[src/rtl/riscv_lsu_ram_port.sv]
// riscv_lsu_ram_port
// Load/store unit in front of port A of the dual-port data RAM. It accepts one
// core request at a time and drives the RAM enable, write enable, byte enables,
// byte offset and lane-aligned store data. For loads it captures the RAM's
// registered read data and returns it extracted and sign- or zero-extended.
// Misaligned, illegal-size and out-of-range requests are answered with rsp_err
// and never reach the RAM.
//
// Ports:
//   clk, rst                 clock (rising edge), asynchronous active-high reset
//   req_valid / req_ready    request handshake; ready only in IDLE
//   req_we, req_size,        store/load, 0=byte 1=half 2=word 3=illegal,
//   req_unsigned             zero-extend loads when set
//   req_addr, req_wdata      byte address, right-justified store data
//   rsp_valid / rsp_ready    response handshake
//   rsp_rdata, rsp_err       extended load data (0 for stores/errors), error flag
//   ram_en, ram_we, ram_be   RAM port A controls, asserted only in ACCESS
//   ram_addr, ram_wdata      byte offset from ADDR_BASE, lane-aligned store data
//   ram_rdata                RAM read data, valid the cycle after ram_en
module riscv_lsu_ram_port #(
  parameter int unsigned WIDTH     = 32,
  parameter int unsigned RAMSZ     = 64,
  parameter logic [31:0] ADDR_BASE = 32'h0001_0000
) (
  input  logic               clk,
  input  logic               rst,
  input  logic               req_valid,
  output logic               req_ready,
  input  logic               req_we,
  input  logic [1:0]         req_size,
  input  logic               req_unsigned,
  input  logic [WIDTH-1:0]   req_addr,
  input  logic [WIDTH-1:0]   req_wdata,
  output logic               rsp_valid,
  input  logic               rsp_ready,
  output logic [WIDTH-1:0]   rsp_rdata,
  output logic               rsp_err,
  output logic               ram_en,
  output logic               ram_we,
  output logic [WIDTH/8-1:0] ram_be,
  output logic [WIDTH-1:0]   ram_addr,
  output logic [WIDTH-1:0]   ram_wdata,
  input  logic [WIDTH-1:0]   ram_rdata
);

  localparam logic [WIDTH-1:0] RamBytes = WIDTH'(RAMSZ * 1024);

  typedef enum logic [1:0] {StIdle, StAccess, StRdWait, StResp} state_e;

  state_e             state_q, state_d;
  logic [1:0]         lane_q, lane_d;
  logic [1:0]         size_q, size_d;
  logic               uns_q, uns_d;
  logic               we_q, we_d;
  logic               ram_en_q, ram_en_d;
  logic               ram_we_q, ram_we_d;
  logic [WIDTH/8-1:0] ram_be_q, ram_be_d;
  logic [WIDTH-1:0]   ram_addr_q, ram_addr_d;
  logic [WIDTH-1:0]   ram_wdata_q, ram_wdata_d;
  logic               rsp_valid_q, rsp_valid_d;
  logic [WIDTH-1:0]   rsp_rdata_q, rsp_rdata_d;
  logic               rsp_err_q, rsp_err_d;

  logic [WIDTH-1:0]   offset;
  logic               req_err;
  logic [WIDTH/8-1:0] st_be;
  logic [WIDTH-1:0]   st_wdata;
  logic [WIDTH-1:0]   ld_sh;
  logic [WIDTH-1:0]   ld_ext;

  // Unsigned subtraction: addresses below ADDR_BASE wrap to huge offsets and
  // fail the range check.
  assign offset = req_addr - ADDR_BASE;

  always_comb begin
    req_err = 1'b0;
    case (req_size)
      2'd0:    req_err = 1'b0;
      2'd1:    req_err = req_addr[0];
      2'd2:    req_err = |req_addr[1:0];
      default: req_err = 1'b1;
    endcase
    if (offset >= RamBytes) req_err = 1'b1;
  end

  always_comb begin
    st_be    = 4'b1111;
    st_wdata = req_wdata;
    case (req_size)
      2'd0: begin
        st_be    = 4'b0001 << req_addr[1:0];
        st_wdata = {4{req_wdata[7:0]}};
      end
      2'd1: begin
        st_be    = 4'b0011 << req_addr[1:0];
        st_wdata = {2{req_wdata[15:0]}};
      end
      default: ;
    endcase
  end

  // Word loads are always aligned, so lane_q is 0 and ld_sh equals ram_rdata.
  assign ld_sh = ram_rdata >> {lane_q, 3'b000};

  always_comb begin
    ld_ext = ld_sh;
    case (size_q)
      2'd0:    ld_ext = uns_q ? {24'b0, ld_sh[7:0]} : {{24{ld_sh[7]}}, ld_sh[7:0]};
      2'd1:    ld_ext = uns_q ? {16'b0, ld_sh[15:0]} : {{16{ld_sh[15]}}, ld_sh[15:0]};
      default: ;
    endcase
  end

  always_comb begin
    state_d     = state_q;
    lane_d      = lane_q;
    size_d      = size_q;
    uns_d       = uns_q;
    we_d        = we_q;
    ram_en_d    = 1'b0;
    ram_we_d    = 1'b0;
    ram_be_d    = '0;
    ram_addr_d  = ram_addr_q;
    ram_wdata_d = ram_wdata_q;
    rsp_valid_d = rsp_valid_q;
    rsp_rdata_d = rsp_rdata_q;
    rsp_err_d   = rsp_err_q;

    unique case (state_q)
      StIdle: begin
        if (req_valid) begin
          lane_d = req_addr[1:0];
          size_d = req_size;
          uns_d  = req_unsigned;
          we_d   = req_we;
          if (req_err) begin
            state_d     = StResp;
            rsp_valid_d = 1'b1;
            rsp_err_d   = 1'b1;
            rsp_rdata_d = '0;
          end else begin
            state_d    = StAccess;
            ram_en_d   = 1'b1;
            ram_we_d   = req_we;
            ram_be_d   = req_we ? st_be : '0;
            ram_addr_d = offset;
            if (req_we) ram_wdata_d = st_wdata;
          end
        end
      end
      StAccess: begin
        if (we_q) begin
          state_d     = StResp;
          rsp_valid_d = 1'b1;
          rsp_err_d   = 1'b0;
          rsp_rdata_d = '0;
        end else begin
          state_d = StRdWait;
        end
      end
      StRdWait: begin
        // RAM output is valid in this cycle.
        state_d     = StResp;
        rsp_valid_d = 1'b1;
        rsp_err_d   = 1'b0;
        rsp_rdata_d = ld_ext;
      end
      StResp: begin
        if (rsp_ready) begin
          state_d     = StIdle;
          rsp_valid_d = 1'b0;
          rsp_rdata_d = '0;
          rsp_err_d   = 1'b0;
        end
      end
      default: state_d = StIdle;
    endcase
  end

  always_ff @(posedge clk or posedge rst) begin
    if (rst) begin
      state_q     <= StIdle;
      lane_q      <= '0;
      size_q      <= '0;
      uns_q       <= 1'b0;
      we_q        <= 1'b0;
      ram_en_q    <= 1'b0;
      ram_we_q    <= 1'b0;
      ram_be_q    <= '0;
      ram_addr_q  <= '0;
      ram_wdata_q <= '0;
      rsp_valid_q <= 1'b0;
      rsp_rdata_q <= '0;
      rsp_err_q   <= 1'b0;
    end else begin
      state_q     <= state_d;
      lane_q      <= lane_d;
      size_q      <= size_d;
      uns_q       <= uns_d;
      we_q        <= we_d;
      ram_en_q    <= ram_en_d;
      ram_we_q    <= ram_we_d;
      ram_be_q    <= ram_be_d;
      ram_addr_q  <= ram_addr_d;
      ram_wdata_q <= ram_wdata_d;
      rsp_valid_q <= rsp_valid_d;
      rsp_rdata_q <= rsp_rdata_d;
      rsp_err_q   <= rsp_err_d;
    end
  end

  assign req_ready = (state_q == StIdle);
  assign ram_en    = ram_en_q;
  assign ram_we    = ram_we_q;
  assign ram_be    = ram_be_q;
  assign ram_addr  = ram_addr_q;
  assign ram_wdata = ram_wdata_q;
  assign rsp_valid = rsp_valid_q;
  assign rsp_rdata = rsp_rdata_q;
  assign rsp_err   = rsp_err_q;

endmodule

[config.mk]
export PLATFORM = sky130hd
export DESIGN_NAME = riscv_lsu_ram_port
export DESIGN_NICKNAME = d
export VERILOG_FILES = /design/src/rtl/riscv_lsu_ram_port.sv
export SDC_FILE = /design/constraint.sdc
export NUM_CORES = 1
export LEC_CHECK = 0
export BUFFER_PORTS_ARGS = -buffer_cell sky130_fd_sc_hd__buf_2
export CORE_MARGIN = 1
export CORE_UTILIZATION = 46
export CTS_BUF_LIST = sky130_fd_sc_hd__clkbuf_8 sky130_fd_sc_hd__clkbuf_16
export CTS_CLUSTER_SIZE = 8
export DETAILED_ROUTE_END_ITERATION = 7
export PLACE_DENSITY = 0.78
export SLEW_MARGIN = 30
export SYNTH_ARGS = -nofsm -noshare
export SYNTH_HDL_FRONTEND = slang
export SYNTH_SLANG_ARGS = --single-unit
[constraint.sdc]
create_clock -name clk -period 3.4 [get_ports clk]
set_input_delay 0.68 -clock clk [delete_from_list [all_inputs] [get_ports clk]]
set_output_delay 0.68 -clock clk [all_outputs]
set_load 0.05 [all_outputs]
==> summary.txt, run 1 <==
Synth
  – Post-synth top cells: dfrtp_1 (112), mux2_2 (70), mux2i_1 (40), nand2_1 (37), nor2_1 (27)
  – Prevailing post-synth register cell: dfrtp_1
  – Register bit total from synthesis: between 100 and 150
  – Xor and xnor area share after synthesis: less than 1%
  – Mapped Area: 5901 um^2
  – Post-synth EDFFs: 0
  – Post-synthesis instance total: a little over 500
  – Synth top area share: 47.50%
  – Synth Area in Adders: under 10%
  – Post-synthesis simple-gate area fraction: 10.37%
  – Compound-cell area share of the yosys netlist: 8.694%
  – Async set or reset register ratio after synthesis: between 90% and 100%
  – Syn Area/Cell: around 12 um^2
  – Count leader, synth: dfrtp_1
  – Ranking of synthesized cells by area: dfrtp_1 (47%), mux2_2 (13%), mux2i_1 (6.8%)
  – Sequential share of the synthesized area: around 47%
  – Cell taking the most area after synthesis: dfrtp_1
  – Synth Net Count: 615
  – Post-synthesis mux area share: 26.89%
  – Main combinational cell family by area after synthesis: multiplexers
  – Synth cell types: 56
  – YS warnings: 0

STA
  – Setup TNS: 0 ns
  – Fin Hold WS: between 0.4 and 0.5 ns
  – F_max: 353.4 MHz
  – Max-slew headroom: 54.57%
  – RSZ-0062 raised after global routing: no
  – Setup violators final: 0
  – Final-report hold violation count: 0
  – Clock Skew: 0.01332 ns
  – Final Critical Period: approximately 2.8 ns
  – Crit share post-route: between 80% and 90%
  – Slew Limit Fails: 0
  – Tightest Pin Transition: around 0.68 ns

Global route
  – Tot GR Track Use: ~22%
  – GRT overflow: 0
  – First-pass GRT wire length: between 20 and 25 mm
  – Largest net degree at the start of global routing: 47
  – Initial antenna violation count: 0
  – Vias in the first global route: 4635

Clock network
  – Hold_buf cts: 0
  – CTS resizes: 0
  – Sink Count: approximately 110
  – Total CTS buffers: 9
  – Worst-path clk slew: ~0.080 ns
  – CTS tree: built
  – Postcts setup bufs: 0
  – Root buffer cell: clkbuf_16
  – CTS HTree Levels: 3
  – Skew-Pair Late Insertion Delay: between 0.3 and 0.4 ns
  – CTS Buffer Depth: 2

Power and ir drop
  – Worst vdd ir: 0.0003133 V
  – Switch share: roughly two fifths
  – LEAKAGE: 3.998 nW
  – Sequential fraction of design power: ~34%
  – Total power: 4.836 mW
  – Internal power: 2.963 mW
  – Clock power frac: 24.6%
  – Sw power: approximately 1.9 mW
  – PwrDens: about 650 nW/um^2
  – Combinational share of power: 41.3%

Setup path
  – Critical Path Fanout Max: 37
  – Reg2Reg Launch Point: state_q[0]
  – Capturing point of the worst reg2reg path: rsp_rdata[21]
  – Critical path required time: 3.63 ns
  – Critical path origin: req_addr[16]
  – Crit. End Element: flip-flop
  – Worst setup path end: ram_wdata[27]
  – Worst R2R Setup Slack: ~0.95 ns
  – R2R depth: 8
  – WS Path Type: input pin to flip-flop
  – Arrival time at the worst endpoint: roughly 3 ns
  – Startpoint types: input pin

Floorplan
  – Cell Rows: a little over 40
  – Io pins: 209
  – CORE AREA: approximately 13000 um^2
  – Die X: ~120 um
  – Die ar.: 13280 um^2
  – Initial Util: a little under half
  – Die Y: approximately 120 um

Final layout
  – Multi-input logic area: approximately 2800 um^2
  – Fin util: 59.26%
  – Final Net Count: 816
  – Layout cell share with drive strength beyond 1: ~48%
  – Diode count: 0
  – Fin area: roughly 7400 um^2
  – Seq. cell area: 2803 um^2
  – Layout fillers: roughly 1000
  – P&R area growth vs syn: 26.23%

Detailed routing
  – DRC viols: 0
  – Post-DRT Antenna Nets: 0
  – Vias per cell: ~5.2
  – TritonRoute pass-1 iters: 4
  – Vias: around 4600
  – DRT iter0 DRCs: roughly 250
  – DR WL/cell: approximately 16 um
  – Final wirelength: 14.45 mm

Place
  – Placed Area: 7113 um^2
  – Routability Congestion: about 0.84
  – DP HPWL: roughly 11 mm
  – PortBufs: around 210

Flow run
  – Max-Cap Viols: 0

Min path
  – Worst min-delay path class: input pin to async pin

Status
  – Status: completed
==> power groups by stage <==
stage | Sequential (mW) | Clock (mW) | Combinational (mW)
6_report | 1.65 | 1.19 | 2.00
3_3_place_gp | 1.66 | 0 | 1.95
2_1_floorplan | 2.00 | 0 | 1.20
4_1_cts | 1.64 | 1.20 | 2.01
5_1_grt | 1.67 | 1.26 | 2.17
3_5_place_dp | 1.67 | 0 | 2.00
==> metal layers <==
| layer | vias up | track usage (%) | routed length (um) |
|---|---|---|---|
| met1 | 2257 | 28.26 | 6198 |
| met3 | 13 | 4.744 | 801 |
| met2 | 157 | 39.20 | 7253 |
| li1 | 2177 | - | - |
| met5 | - | 0 | 0 |
| met4 | 0 | 5.887 | 201 |
==> stage by stage <==
stage	std cells	setup slack, ns
final	881	0.5701
after global routing	881	0.3492
after CTS	881	0.5705
after detailed placement	866	0.2067
after global placement	866	0.2712
after floorplan	504	0.3153
==> sequential cells by signal, indices dropped and copies added (netlist names), 2 cells and up <==
name	flops
lane_q	2
ram_addr	32
ram_be	4
ram_wdata	32
rsp_rdata	32
size_q	2
state_q	2
==> cell type report <==
type	count	share of cell area (%)
multi-input combinational	336	37.93
inverter	26	1.361
timing repair buffer	220	15.69
tap	172	2.889
clock buffer	9	3.024
sequential	112	37.63
clock inverter	6	1.478
==> critical path, stage by stage <==
cell,delay (ns)
buf_2,0.18
inv_1,0.10
ha_1,0.26
o21bai_1,0.21
a311o_1,0.36
o21ai_0,0.12
nand4_2,0.23
nor3_4,0.25
buf_12,0.27
mux2_2,0.37
==> how the worst min path moves through the flow <==
stage	from	end	slack (ns)	depth (start not counted)
2_1_floorplan	we_q	we_q	0.46	2
3_3_place_gp	ram_addr[30]	ram_addr[30]	0.48	1
3_5_place_dp	ram_addr[20]	ram_addr[20]	0.49	1
4_1_cts	rst	rsp_rdata[2]	0.45	2
5_1_grt	rst	ram_be[2]	0.48	2
6_report	rst	ram_be[2]	0.44	2
==> kinds of logic (layout without fill, tap and decap cells) <==
logic type                 Yosys count  count (layout)
and+or+nand+nor                    111             111
muxes                              136             136
adders and majority gates            7               7
xor gates and xnor gates             3               3
DFF                                112             112
AOI/OAI and AO/OA                   79              79
buffers and inverters               56             261
==> cells in the final DEF (no fill, tap or decap), drive strengths merged, types with 2 or more instances in the layout <==
cell type	Yosys	layout
buf	18	220
dfrtp	112	112
mux2	95	95
mux2i	40	40
nand2	37	37
nor2	27	27
inv	26	26
o21ai	20	20
a21oi	19	19
nor2b	17	17
o21a	13	13
clkbuf	12	9
nor3	8	8
o211ai	7	7
ha	7	7
a31oi	4	4
nand4	4	4
nor4b	4	4
bufinv	0	3
nor4	3	3
o22ai	2	2
a21boi	2	2
nand4b	2	2
nand3b	2	2
xor2	2	2
and4	2	2
clkinvlp	0	2
a21o	2	2
or3	2	2
Note: power is estimated with default switching activity, not from simulation.
==> run 2: changes to the inputs <==
--- a/config.mk
+++ b/config.mk
@@ -7,11 +7,11 @@
 export LEC_CHECK = 0
 export BUFFER_PORTS_ARGS = -buffer_cell sky130_fd_sc_hd__buf_2
 export CORE_MARGIN = 1
-export CORE_UTILIZATION = 46
+export CORE_UTILIZATION = 50
 export CTS_BUF_LIST = sky130_fd_sc_hd__clkbuf_8 sky130_fd_sc_hd__clkbuf_16
 export CTS_CLUSTER_SIZE = 8
 export DETAILED_ROUTE_END_ITERATION = 7
-export PLACE_DENSITY = 0.78
+export PLACE_DENSITY = 0.8
 export SLEW_MARGIN = 30
 export SYNTH_ARGS = -nofsm -noshare
 export SYNTH_HDL_FRONTEND = slang
==> constraint.sdc (replaced) <==
create_clock -name clk -period 2.71 [get_ports clk]
set_input_delay 0.542 -clock clk [delete_from_list [all_inputs] [get_ports clk]]
set_output_delay 0.542 -clock clk [all_outputs]
set_load 0.05 [all_outputs]
==> run 2 against run 1 <==
Net effect:
- final area is 1.3% higher
- wire length fell by 0.83%
- global-route usage up 1.5 points
- cell count down 1.6%
- die area down 7.9%
- core utilization up 6.5 points
- total power increased by 25%
- clock-buffer cell count unchanged
- first-iteration DRC count decreased by 46%
- clock skew shrank 0.0034 ns
- largest power group unchanged
==> summary.txt, run 2 (synthesis results as in run 1) <==
Clock network
  – Worst-path clk slew: 0.07 ns (about the same)
  – CTS HTree Levels: 3 (unchanged)
  – Skew-Pair Late Insertion Delay: 0.35 ns (about the same)
  – Hold_buf cts: 0 (unchanged)
  – Sink Count: 112 (unchanged)
  – Total CTS buffers: 9 (unchanged)
  – CTS tree: built
  – Postcts setup bufs: 0 (unchanged)
  – Root buffer cell: clkbuf_16
  – CTS resizes: 0 (unchanged)
  – CTS Buffer Depth: 2 (unchanged)

STA
  – Clock Skew: 0.009953 ns (-0.003366 ns)
  – RSZ-0062 raised after global routing: no
  – Max-slew headroom: 56.23% (+1.7 points)
  – Tightest Pin Transition: 0.6565 ns (-0.02349 ns)
  – Slew Limit Fails: 0 (unchanged)
  – Crit share post-route: a little over nine tenths
  – Setup violators final: 0 (unchanged)
  – Setup TNS: 0 ns (unchanged)
  – Final-report hold violation count: 0 (unchanged)
  – Fin Hold WS: 0.1790 ns (-0.2616 ns)
  – Final Critical Period: about 2.5 ns
  – F_max: slightly below 400 MHz

Setup path
  – Crit. End Element: flip-flop
  – Startpoint types: input pin
  – Critical Path Fanout Max: 37 (unchanged)
  – Arrival time at the worst endpoint: 2.78 ns (-0.28 ns)
  – Critical path required time: 2.95 ns (-0.68 ns)
  – WS Path Type: input pin to flip-flop

Power and ir drop
  – Combinational share of power: 42.9% (+1.6 points)
  – Worst vdd ir: 0.0006434 V (+110%)
  – LEAKAGE: 4.064 nW (+1.6%)
  – Total power: 6.036 mW (+25%)
  – Sequential fraction of design power: 34.3% (+0.2 points)
  – Clock power frac: 22.8% (-1.8 points)
  – PwrDens: 800.1 nW/um^2 (+23%)
  – Sw power: 2.414 mW (+29%)
  – Internal power: 3.622 mW (+22%)
  – Switch share: 39.99% (+1.2 points)

Global route
  – Tot GR Track Use: 23.95% (+1.5 points)
  – Initial antenna violation count: 0 (unchanged)
  – Largest net degree at the start of global routing: 97 (+110%)
  – First-pass GRT wire length: 23.45 mm (+1.2%)
  – Vias in the first global route: 4756 (+2.6%)
  – GRT overflow: 0 (unchanged)

Detailed routing
  – Vias: 4654 (+1.1%)
  – Vias per cell: 5.368 (+2.7%)
  – Final wirelength: 14.33 mm (-0.83%)
  – TritonRoute pass-1 iters: 4 (unchanged)
  – DRT iter0 DRCs: 132 (-46%)
  – DR WL/cell: 16.53 um (+0.77%)
  – Post-DRT Antenna Nets: 0 (unchanged)
  – DRC viols: 0 (unchanged)

Floorplan
  – Initial Util: 51.46% (+4.5 points)
  – Cell Rows: 39 (-4.9%)
  – CORE AREA: 11470 um^2 (-8.8%)
  – Die X: 110.6 um (-4.0%)
  – Io pins: 209 (unchanged)
  – Die Y: 110.6 um (-4.0%)
  – Die ar.: 12240 um^2 (-7.9%)

Final layout
  – Most frequent cells in the layout: buf_2 (208), dfrtp_1 (112), mux2_2 (70), mux2i_1 (40), nand2_1 (37)
  – Diode count: 0 (unchanged)
  – Leading cell type in the layout, fill and taps excluded: buf_2
  – Layout fillers: 913 (-13%)
  – Final Net Count: 830 (+1.7%)
  – P&R area growth vs syn: 27.84%
  – Layout cell share with drive strength beyond 1: 50.00% (+1.8 points)

Status
  – Status: completed

Flow run
  – Max-Cap Viols: 0 (unchanged)

Place
  – DP HPWL: 10.82 mm (about the same)
  – PortBufs: 208 (unchanged)
  – Routability Congestion: 0.8588 (+1.9%)

Min path
  – Worst min-delay path class: input pin to async pin
## run 2: cell count changes in the layout (fill, tap and decap cells not counted), moves of 2 or more
cell       before  now
buf_4           9   22
bufinv_16       3    1
inv_1          26   24
inv_6           0    4
## run 2: worst paths after layout
| kind | start | endpoint | slack [ns] | cells past startpoint |
|---|---|---|---|---|
| worst max-delay path | req_addr[16] | ram_wdata[28] | 0.17 | 10 |
| worst min-delay path | rst | ram_addr[21] | 0.18 | 2 |
| worst max register to register | state_q[0] | rsp_rdata[2] | 0.47 | 9 |
| worst min register to register | ram_addr[23] | ram_addr[23] | 0.49 | 1 |
| max in group asynchronous | rst | ram_addr[0] | 1.73 | 3 |
| min in group clk | req_unsigned | uns_q | 0.43 | 2 |
## run 2: metrics by stage
stage	util, %	area [um^2]	instances	worst slack [ns]
after global routing	65.78	7543	867	0.04457
final	65.78	7543	867	0.1710
after global placement	63.04	7229	851	-0.1292
after CTS	65.78	7543	867	0.1653
after floorplan	-	5959	504	-0.1419
after detailed placement	63.04	7229	851	-0.2039
## run 2: final cells by class
class / count / area, um^2 / share of cell area [%]
Clock inverter: 7 / 88.84 / 1.178
Sequential cell: 112 / 2803 / 37.15
Timing Repair Buffer: 234 / 1286 / 17.05
Multi-Input combinational cell: 336 / 2855 / 37.85
Clock buffer: 9 / 225.2 / 2.986
Inverter: 26 / 106.4 / 1.410
Tap cell: 143 / 178.9 / 2.372
## run 2: power by group through the flow
stage               Clock (mW)  Combinational (mW)  Sequential (mW)
CTS                       1.41                2.61             2.07
floorplan                    0                1.52             2.51
global route              1.48                2.80             2.09
finish                    1.38                2.59             2.07
global placement             0                2.53             2.08
detailed placement           0                2.60             2.10
## run 2: critical path, cell delays in order
cell and delay (ns):
buf_2 0.11, buf_4 0.12, ha_1 0.14, nor4b_2 0.22, o21ai_1 0.11, a211o_1 0.26
or3_4 0.39, nor3_4 0.22, buf_12 0.27, mux2_2 0.37
## run 2: per-layer routing
metal  up-vias  wire [um]  part of all wire (%)  global-route usage (%)
met3        35        856                   6.0                   5.324
met5         -          0                     0                       0
met4         0        452                   3.2                   11.82
li1       2205          -                     -                       -
met1      2245       6208                    43                   30.43
met2       169       6816                    48                   38.67
